==> src/rtl/mdu_pkg.sv <==
// Shared definitions for the multiply/divide unit: op encodings, FSM states, default width.
// No logic; pure type and constant declarations.
// Imported by the top and its datapath sub-module.
package mdu_pkg;

    localparam int MDU_WIDTH = 32;

    // Encoding of the op port
    typedef enum logic [1:0] {
        MDU_MULTU = 2'b00,
        MDU_MULT  = 2'b01,
        MDU_DIVU  = 2'b10,
        MDU_DIV   = 2'b11
    } mdu_op_e;

    // Control FSM states
    typedef enum logic [1:0] {
        ST_IDLE  = 2'b00,
        ST_RUN   = 2'b01,
        ST_FIXUP = 2'b10,
        ST_DONE  = 2'b11
    } mdu_state_e;

endpackage

==> src/rtl/mdu_addsub.sv <==
// Add/subtract of width W built from chained 4-bit carry-lookahead cells.
// Latency: combinational.
// Backpressure: none; pure function of its inputs.
module mdu_addsub #(
    parameter int W = 33
) (
    input  logic [W-1:0] i_a,
    input  logic [W-1:0] i_b,
    input  logic         i_sub,
    output logic [W-1:0] o_sum,
    output logic         o_cout
);

    // Pad to a whole number of 4-bit groups; pad bits are zero, so they kill the carry
    localparam int NG = (W + 3) / 4;
    localparam int NP = NG * 4;

    logic [W-1:0]  w_bx;
    logic [NP-1:0] w_a;
    logic [NP-1:0] w_b;
    logic [NP-1:0] w_g;
    logic [NP-1:0] w_p;
    logic [NP:0]   w_c;
    logic          w_unused;

    // Subtract is a + ~b + 1; the +1 enters as the chain carry-in
    assign w_bx   = i_sub ? ~i_b : i_b;
    assign w_a    = NP'(i_a);
    assign w_b    = NP'(w_bx);
    assign w_g    = w_a & w_b;
    assign w_p    = w_a ^ w_b;
    assign w_c[0] = i_sub;

    for (genvar gi = 0; gi < NG; gi++) begin : g_cla
        localparam int B = 4 * gi;
        logic [3:0] w_gi;
        logic [3:0] w_pi;
        logic       w_ci;
        logic       w_gg;
        logic       w_gp;

        assign w_gi = w_g[B+3:B];
        assign w_pi = w_p[B+3:B];
        assign w_ci = w_c[B];

        // Lookahead carries inside the cell, all from the cell carry-in
        assign w_c[B+1] = w_gi[0] | (w_pi[0] & w_ci);
        assign w_c[B+2] = w_gi[1] | (w_pi[1] & w_gi[0]) | (w_pi[1] & w_pi[0] & w_ci);
        assign w_c[B+3] = w_gi[2] | (w_pi[2] & w_gi[1]) | (w_pi[2] & w_pi[1] & w_gi[0])
                        | (w_pi[2] & w_pi[1] & w_pi[0] & w_ci);

        // Group generate/propagate feed the next cell
        assign w_gg = w_gi[3] | (w_pi[3] & w_gi[2]) | (w_pi[3] & w_pi[2] & w_gi[1])
                    | (w_pi[3] & w_pi[2] & w_pi[1] & w_gi[0]);
        assign w_gp = &w_pi;
        assign w_c[B+4] = w_gg | (w_gp & w_ci);
    end

    assign o_sum  = w_p[W-1:0] ^ w_c[W-1:0];
    assign o_cout = w_c[W];

    // Carries and propagates above bit W only exist because of group padding
    assign w_unused = (^w_c) ^ (^w_p);

endmodule

==> src/rtl/mult_div_unit.sv <==
// Iterative MIPS multiply/divide unit owning HI/LO (MULT/MULTU/DIV/DIVU, MTHI/MTLO).
// Latency: WIDTH+1 cycles from accepted start to done pulse (33 for WIDTH=32).
// Backpressure: busy high outside IDLE; start and moves while busy are dropped, not queued.
module mult_div_unit
    import mdu_pkg::*;
#(
    parameter int WIDTH = MDU_WIDTH
) (
    input  logic             clk,
    input  logic             rst,
    input  logic             start,
    input  logic [1:0]       op,
    input  logic [WIDTH-1:0] a,
    input  logic [WIDTH-1:0] b,
    input  logic             flush,
    input  logic             mthi,
    input  logic             mtlo,
    input  logic [WIDTH-1:0] wdata,
    output logic [WIDTH-1:0] hi,
    output logic [WIDTH-1:0] lo,
    output logic             busy,
    output logic             done,
    output logic             div_by_zero
);

    localparam int CNT_W = $clog2(WIDTH);
    localparam logic [CNT_W-1:0] LAST_CNT = CNT_W'(WIDTH - 1);

    mdu_state_e       r_state;
    mdu_state_e       w_state_nx;
    logic [CNT_W-1:0] r_cnt;
    logic [WIDTH-1:0] r_acc;      // partial product high half / partial remainder
    logic [WIDTH-1:0] r_q;        // multiplier shifting out / quotient shifting in
    logic [WIDTH-1:0] r_opb;      // |multiplicand| or |divisor|
    logic             r_is_div;
    logic             r_neg_q;    // negate product or quotient at fixup
    logic             r_neg_r;    // remainder takes the dividend's sign
    logic             r_dbz_pend; // divide with zero divisor in flight
    logic [WIDTH-1:0] r_hi;
    logic [WIDTH-1:0] r_lo;
    logic             r_dbz;

    logic             w_launch;
    logic             w_commit;
    logic             w_move_ok;
    logic             w_is_div_in;
    logic             w_a_neg;
    logic             w_b_neg;
    logic [WIDTH-1:0] w_abs_a;
    logic [WIDTH-1:0] w_abs_b;
    logic [WIDTH:0]   w_add_a;
    logic [WIDTH:0]   w_add_b;
    logic [WIDTH:0]   w_sum;
    logic             w_cout;
    logic [2*WIDTH-1:0] w_prod;
    logic [2*WIDTH-1:0] w_prod_fix;
    logic [WIDTH-1:0] w_quo_fix;
    logic [WIDTH-1:0] w_rem_fix;

    // Operand conditioning at launch: signed ops work on magnitudes
    assign w_is_div_in = op[1];
    assign w_a_neg     = op[0] & a[WIDTH-1];
    assign w_b_neg     = op[0] & b[WIDTH-1];
    assign w_abs_a     = w_a_neg ? -a : a;
    assign w_abs_b     = w_b_neg ? -b : b;

    // Adder operands: shift-add for multiply, trial subtract of shifted remainder for divide
    always_comb begin
        w_add_a = {1'b0, r_acc};
        w_add_b = '0;
        if (r_is_div) begin
            w_add_a = {r_acc, r_q[WIDTH-1]};
            w_add_b = {1'b0, r_opb};
        end else if (r_q[0]) begin
            w_add_b = {1'b0, r_opb};
        end
    end

    mdu_addsub #(.W(WIDTH + 1)) u_addsub (
        .i_a    (w_add_a),
        .i_b    (w_add_b),
        .i_sub  (r_is_div),
        .o_sum  (w_sum),
        .o_cout (w_cout)
    );

    // Sign fixup of the raw magnitudes; zero divisor forces an all-ones quotient
    assign w_prod     = {r_acc, r_q};
    assign w_prod_fix = r_neg_q ? -w_prod : w_prod;
    assign w_quo_fix  = r_dbz_pend ? '1 : (r_neg_q ? -r_q : r_q);
    assign w_rem_fix  = r_neg_r ? -r_acc : r_acc;

    // FSM state register
    always_ff @(posedge clk or posedge rst) begin
        if (rst) begin
            r_state <= ST_IDLE;
        end else begin
            r_state <= w_state_nx;
        end
    end

    // FSM next state and control strobes; flush squashes anything not yet committed
    always_comb begin
        w_state_nx = r_state;
        w_launch   = 1'b0;
        w_commit   = 1'b0;
        w_move_ok  = 1'b0;
        busy       = (r_state != ST_IDLE);
        done       = (r_state == ST_DONE);
        case (r_state)
            ST_IDLE: begin
                w_move_ok = ~start;
                if (start && !flush) begin
                    w_state_nx = ST_RUN;
                    w_launch   = 1'b1;
                end
            end
            ST_RUN: begin
                if (flush) begin
                    w_state_nx = ST_IDLE;
                end else if (r_cnt == LAST_CNT) begin
                    w_state_nx = ST_FIXUP;
                end
            end
            ST_FIXUP: begin
                if (flush) begin
                    w_state_nx = ST_IDLE;
                end else begin
                    w_state_nx = ST_DONE;
                    w_commit   = 1'b1;
                end
            end
            ST_DONE: begin
                w_state_nx = ST_IDLE;
            end
            default: begin
                w_state_nx = ST_IDLE;
            end
        endcase
    end

    // Working registers: load on launch, one multiply or divide step per RUN cycle
    always_ff @(posedge clk or posedge rst) begin
        if (rst) begin
            r_cnt      <= '0;
            r_acc      <= '0;
            r_q        <= '0;
            r_opb      <= '0;
            r_is_div   <= 1'b0;
            r_neg_q    <= 1'b0;
            r_neg_r    <= 1'b0;
            r_dbz_pend <= 1'b0;
        end else if (w_launch) begin
            r_cnt      <= '0;
            r_acc      <= '0;
            r_q        <= w_is_div_in ? w_abs_a : w_abs_b;
            r_opb      <= w_is_div_in ? w_abs_b : w_abs_a;
            r_is_div   <= w_is_div_in;
            r_neg_q    <= w_a_neg ^ w_b_neg;
            r_neg_r    <= w_a_neg;
            r_dbz_pend <= w_is_div_in && (b == '0);
        end else if (r_state == ST_RUN) begin
            r_cnt <= r_cnt + CNT_W'(1);
            if (r_is_div) begin
                // No borrow means the divisor fits: keep the difference, quotient bit 1
                r_acc <= w_cout ? w_sum[WIDTH-1:0] : {r_acc[WIDTH-2:0], r_q[WIDTH-1]};
                r_q   <= {r_q[WIDTH-2:0], w_cout};
            end else begin
                r_acc <= w_sum[WIDTH:1];
                r_q   <= {w_sum[0], r_q[WIDTH-1:1]};
            end
        end
    end

    // Architectural HI/LO and the divide-by-zero flag
    always_ff @(posedge clk or posedge rst) begin
        if (rst) begin
            r_hi  <= '0;
            r_lo  <= '0;
            r_dbz <= 1'b0;
        end else if (w_launch) begin
            r_dbz <= 1'b0;
        end else if (w_commit) begin
            r_dbz <= r_dbz_pend;
            if (r_is_div) begin
                r_hi <= w_rem_fix;
                r_lo <= w_quo_fix;
            end else begin
                r_hi <= w_prod_fix[2*WIDTH-1:WIDTH];
                r_lo <= w_prod_fix[WIDTH-1:0];
            end
        end else if (w_move_ok) begin
            if (mthi) r_hi <= wdata;
            if (mtlo) r_lo <= wdata;
        end
    end

    assign hi          = r_hi;
    assign lo          = r_lo;
    assign div_by_zero = r_dbz;

endmodule

==> config.mk <==
export PLATFORM = sky130hd
export DESIGN_NAME = mult_div_unit
export DESIGN_NICKNAME = d
export VERILOG_FILES = /design/src/rtl/mdu_pkg.sv /design/src/rtl/mdu_addsub.sv /design/src/rtl/mult_div_unit.sv
export SDC_FILE = /design/constraint.sdc
export NUM_CORES = 1
export LEC_CHECK = 0
export BUFFER_PORTS_ARGS = -buffer_cell sky130_fd_sc_hd__buf_2
export CAP_MARGIN = 20
export CELL_PAD_IN_SITES_DETAIL_PLACEMENT = 1
export CELL_PAD_IN_SITES_GLOBAL_PLACEMENT = 1
export CORE_MARGIN = 1.5
export CORE_UTILIZATION = 40
export DETAILED_ROUTE_END_ITERATION = 10
export PLACE_DENSITY_LB_ADDON = 0.1
export SYNTH_ARGS = -nofsm -noshare
export SYNTH_HDL_FRONTEND = slang
export SYNTH_HIERARCHICAL = 1
export SYNTH_SLANG_ARGS = --single-unit
==> constraint.sdc <==
create_clock -name clk -period 5.4 [get_ports clk]
set_input_delay 0.27 -clock clk [delete_from_list [all_inputs] [get_ports clk]]
set_output_delay 0.27 -clock clk [all_outputs]
set_load 0.1 [all_outputs]
==> impl_metrics.yaml <==
power_and_ir_drop:
  p_comb_share_pct: 57.7
  p_per_area_nw_per_um2: 507.7
  seqPwrFrac_pct: 26.1
  ir_drop_uv: 297.7
  power_switching_mw: 4.442
  p_int_mw: 4.037
  p_leak_nw: 6.888
  p_clk_share_pct: 16.2
  switching_share_pct: 52.39
worst_hold_path:
  hp-class: "in -> reg"
  min_from: "wdata[0]"
  hold_depth: 2
  holdPathEnd: "lo[0]"
timing:
  finalCriticalPeriod_ns: 4.466
  holdWs_ns: 0.05781
  grt_setup_unrepaired: "no"
  fin_setup_tns_ns: 0
  period_share_pct: 82.71
  final-setup-viol-count: 0
  relSlewSlack_pct: 24.60
  max_freq_ghz: 0.2239
  setup_slack_ns: 0.9338
  hold_viol_final: 0
  tightest_slew_ns: 1.129
  clock_skew_ns: 0.01533
  slew_violations: 0
synth:
  syn-num-nets: 1989
  seq_area_frac_synth_pct: 28.81
  synth_ff_type: "dfrtp_1"
  ys_async_sr_fraction_pct: 100.0
  netlist_area_sq_um: 14940
  synth_seq_cells: 172
  ys_types: 80
  synthCells: 1839
  yosys_warnings: 6
  synth_edf_count: 0
  avgSynthCellArea_sq_um: 8.124
final_layout:
  area_growth_pct: 11.79
  multi_input_area_sq_um: 9926
  nFillCells: 4423
  stdcell_area_sq_um: 16700
  fin_nets: 2048
  drive_gt1_share_pct: 16.06
  final_util_pct: 45.51
  regArea_sq_um: 4308
clocking:
  postCtsResizedCells: 0
  htree_num_levels: 4
  cts-buffers-inserted: 17
  clock-sinks: 172
  cts_root_buf: "clkbuf_16"
  clkTransAtPathRegs_ns: 0.08
  cts_buffer_depth: 2
  clk_latency_ns: 0.46
  cts_tree: "built"
die:
  fp.dieH_um: 196.3
  start_util_pct: 40.71
  die_w_um: 196.3
  pin_count: 171
  fp-row-count: 70
  die_area_sq_um: 38520
  core_area_sq_um: 36700
place:
  port_buffers: 170
  dpl_cell_area_sq_um: 16010
  gp_congestion: 0.9309
  pre_cts_ws_ns: 1.017
  place.detailed.hpwl_mm: 43.11
critical_path:
  arrival_ns: 4.78
  timing.rr.end: "r_acc[12]"
  cp_max_fo: 91
  worstSetupStartpointType: "flop"
  cp.required_ns: 5.71
  path_class: "reg -> reg"
  end_kind: "flop"
  rrSetupSlack_ns: 0.93
  r2r_cells: 15
  r2r_start: "r_is_div"
drt:
  vias_per_cell: 6.161
  totalWireLength_mm: 57.35
  antenna_left: 0
  met3_length_mm: 2.744
  wl_met1_mm: 26.16
  drtIter0Drc: 923
  num_vias: 14663
  drc_errors: 0
  top_layer_used: "met4"
  dr_wl_met2_mm: 27.03
  wl_per_cell_um: 24.10
  drt_pass1_iterations: 5
global_routing:
  grt_pass1_vias: 14662
  grt_util_all_layers_pct: 29.89
  grt-ovfl-total: 0
  grt_pass1_wl_mm: 88.51
  antenna_found_initial: 0
  grt_max_degree: 92
outcome:
  status: "complete, no violations"
job:
  maxCapViolations: 0
[cell families (layout without fill, tap and decap cells)]
group                    count (synthesis)  in the layout  share of synthesized area [%]
multiplexers                           124            124                          8.685
adder cells (fa/ha/maj)                 46             46                          4.255
other                                    1              2                        0.02510
flip-flops                             172            172                          28.81
XOR/XNOR                               168            168                          9.849
AO/OA/AOI/OAI                          510            510                          22.19
AND/OR/NAND/NOR                        624            624                          21.21
buffers and inverters                  194            266                          4.983
[worst max-delay path by stage]
stage | start | cells after the start | endpoint | slack [ns]
floorplan | r_is_div | 20 | r_acc[10] | 0.28
global placement | r_q[0] | 17 | r_acc[13] | 1.09
detailed placement | r_is_div | 15 | r_acc[12] | 1.02
CTS | r_is_div | 15 | r_acc[29] | 0.95
global route | r_is_div | 15 | r_acc[23] | 0.67
finish | r_is_div | 15 | r_acc[12] | 0.93
[power by group through the flow]
stage / Clock (mW) / Sequential [mW] / Combinational (mW)
floorplan: 0 / 2.49 / 3.17
global placement: 0 / 2.21 / 4.73
detailed placement: 0 / 2.22 / 4.84
CTS: 1.39 / 2.20 / 4.87
global route: 1.43 / 2.26 / 5.34
finish: 1.37 / 2.22 / 4.89
[Yosys cell counts, drive strengths merged, types with 8 or more instances]
cell | n | area [sq um]
buf | 34 | 143.9
nand2b | 15 | 93.84
a221oi | 12 | 105.1
a21o | 16 | 120.1
xnor2 | 72 | 630.6
or4 | 11 | 86.33
a32oi | 19 | 166.4
nand3 | 55 | 275.3
nand4 | 14 | 87.58
o211ai | 10 | 75.07
a211oi | 28 | 210.2
o31ai | 34 | 255.2
or3 | 20 | 125.1
xor2 | 96 | 840.8
dfrtp | 172 | 4304
o22ai | 9 | 56.30
mux2i | 79 | 790.8
o21ai | 123 | 615.6
or2 | 13 | 81.33
and2 | 12 | 75.07
nor4 | 31 | 256.5
and4 | 11 | 96.34
nor2b | 61 | 381.6
nand2 | 174 | 653.1
a31oi | 29 | 181.4
mux2 | 45 | 506.7
inv | 41 | 153.9
clkbuf | 119 | 446.7
nor2 | 134 | 505.5
nor3 | 50 | 266.5
o41ai | 15 | 146.4
a21oi | 140 | 700.7
ha | 38 | 475.5
fa | 8 | 160.2
o221ai | 15 | 131.4
[metrics by stage]
step,power (mW),cells
floorplan,5.663,1839
global placement,6.944,2343
detailed placement,7.063,2344
CTS,8.454,2377
global route,9.034,2379
finish,8.479,2380
[critical path, cell delays in order, from the launching register on]
cell     delay, ns
dfrtp_4       0.44
buf_12        0.41
mux2_2        0.40
ha_1          0.39
and4_1        0.30
and4_1        0.20
a32o_1        0.24
o21a_1        0.24
o32a_1        0.39
a21o_1        0.21
fa_2          0.35
buf_12        0.21
mux2i_1       0.20
nor2_1        0.06
a21oi_1       0.13
o21ai_0       0.09
[cell usage in the layout (no fill, tap or decap), types with 60 or more instances in the layout]
cell type,synthesis,layout
buf_2,7,170
mux2i_1,79,79
o21ai_0,111,111
nor2b_1,61,60
nand2_1,174,174
a21oi_1,140,139
nor2_1,133,131
dfrtp_1,172,171
xnor2_1,72,72
xor2_1,96,96
[routing by layer]
layer / up-vias / GRT usage (%)
li1: 6805 / -
met5: - / 0
met3: 70 / 3.490
met1: 7352 / 40.67
met2: 436 / 49.85
met4: 0 / 8.803
[flip-flops by register name (all words and copies together) (netlist names)]
name / cells
hi: 32
r_neg_q: 1
r_dbz_pend: 1
r_q: 32
r_acc: 32
r_state: 2
div_by_zero: 1
r_cnt: 5
lo: 32
r_neg_r: 1
r_is_div: 1
r_opb: 32
[area by class of cell]
class	instances	share of cell area (%)
clock inverters	14	1.206
diodes	1	0.01498
clock buffers	18	2.630
repair buffers	193	6.465
multi-input cells	1473	59.43
inverters	41	0.9515
flip-flops and latches	172	25.79
well taps	468	3.506
[timing repair]
| action | 4_1_cts | 5_1_grt |
|---|---|---|
| hold endpoints to repair | 63 | 0 |
| endpoints found under the setup margin | 0 | 0 |
| hold buffers | 1 | 0 |
| setup buffers | 0 | 0 |
(Power assumes the default switching activity.)
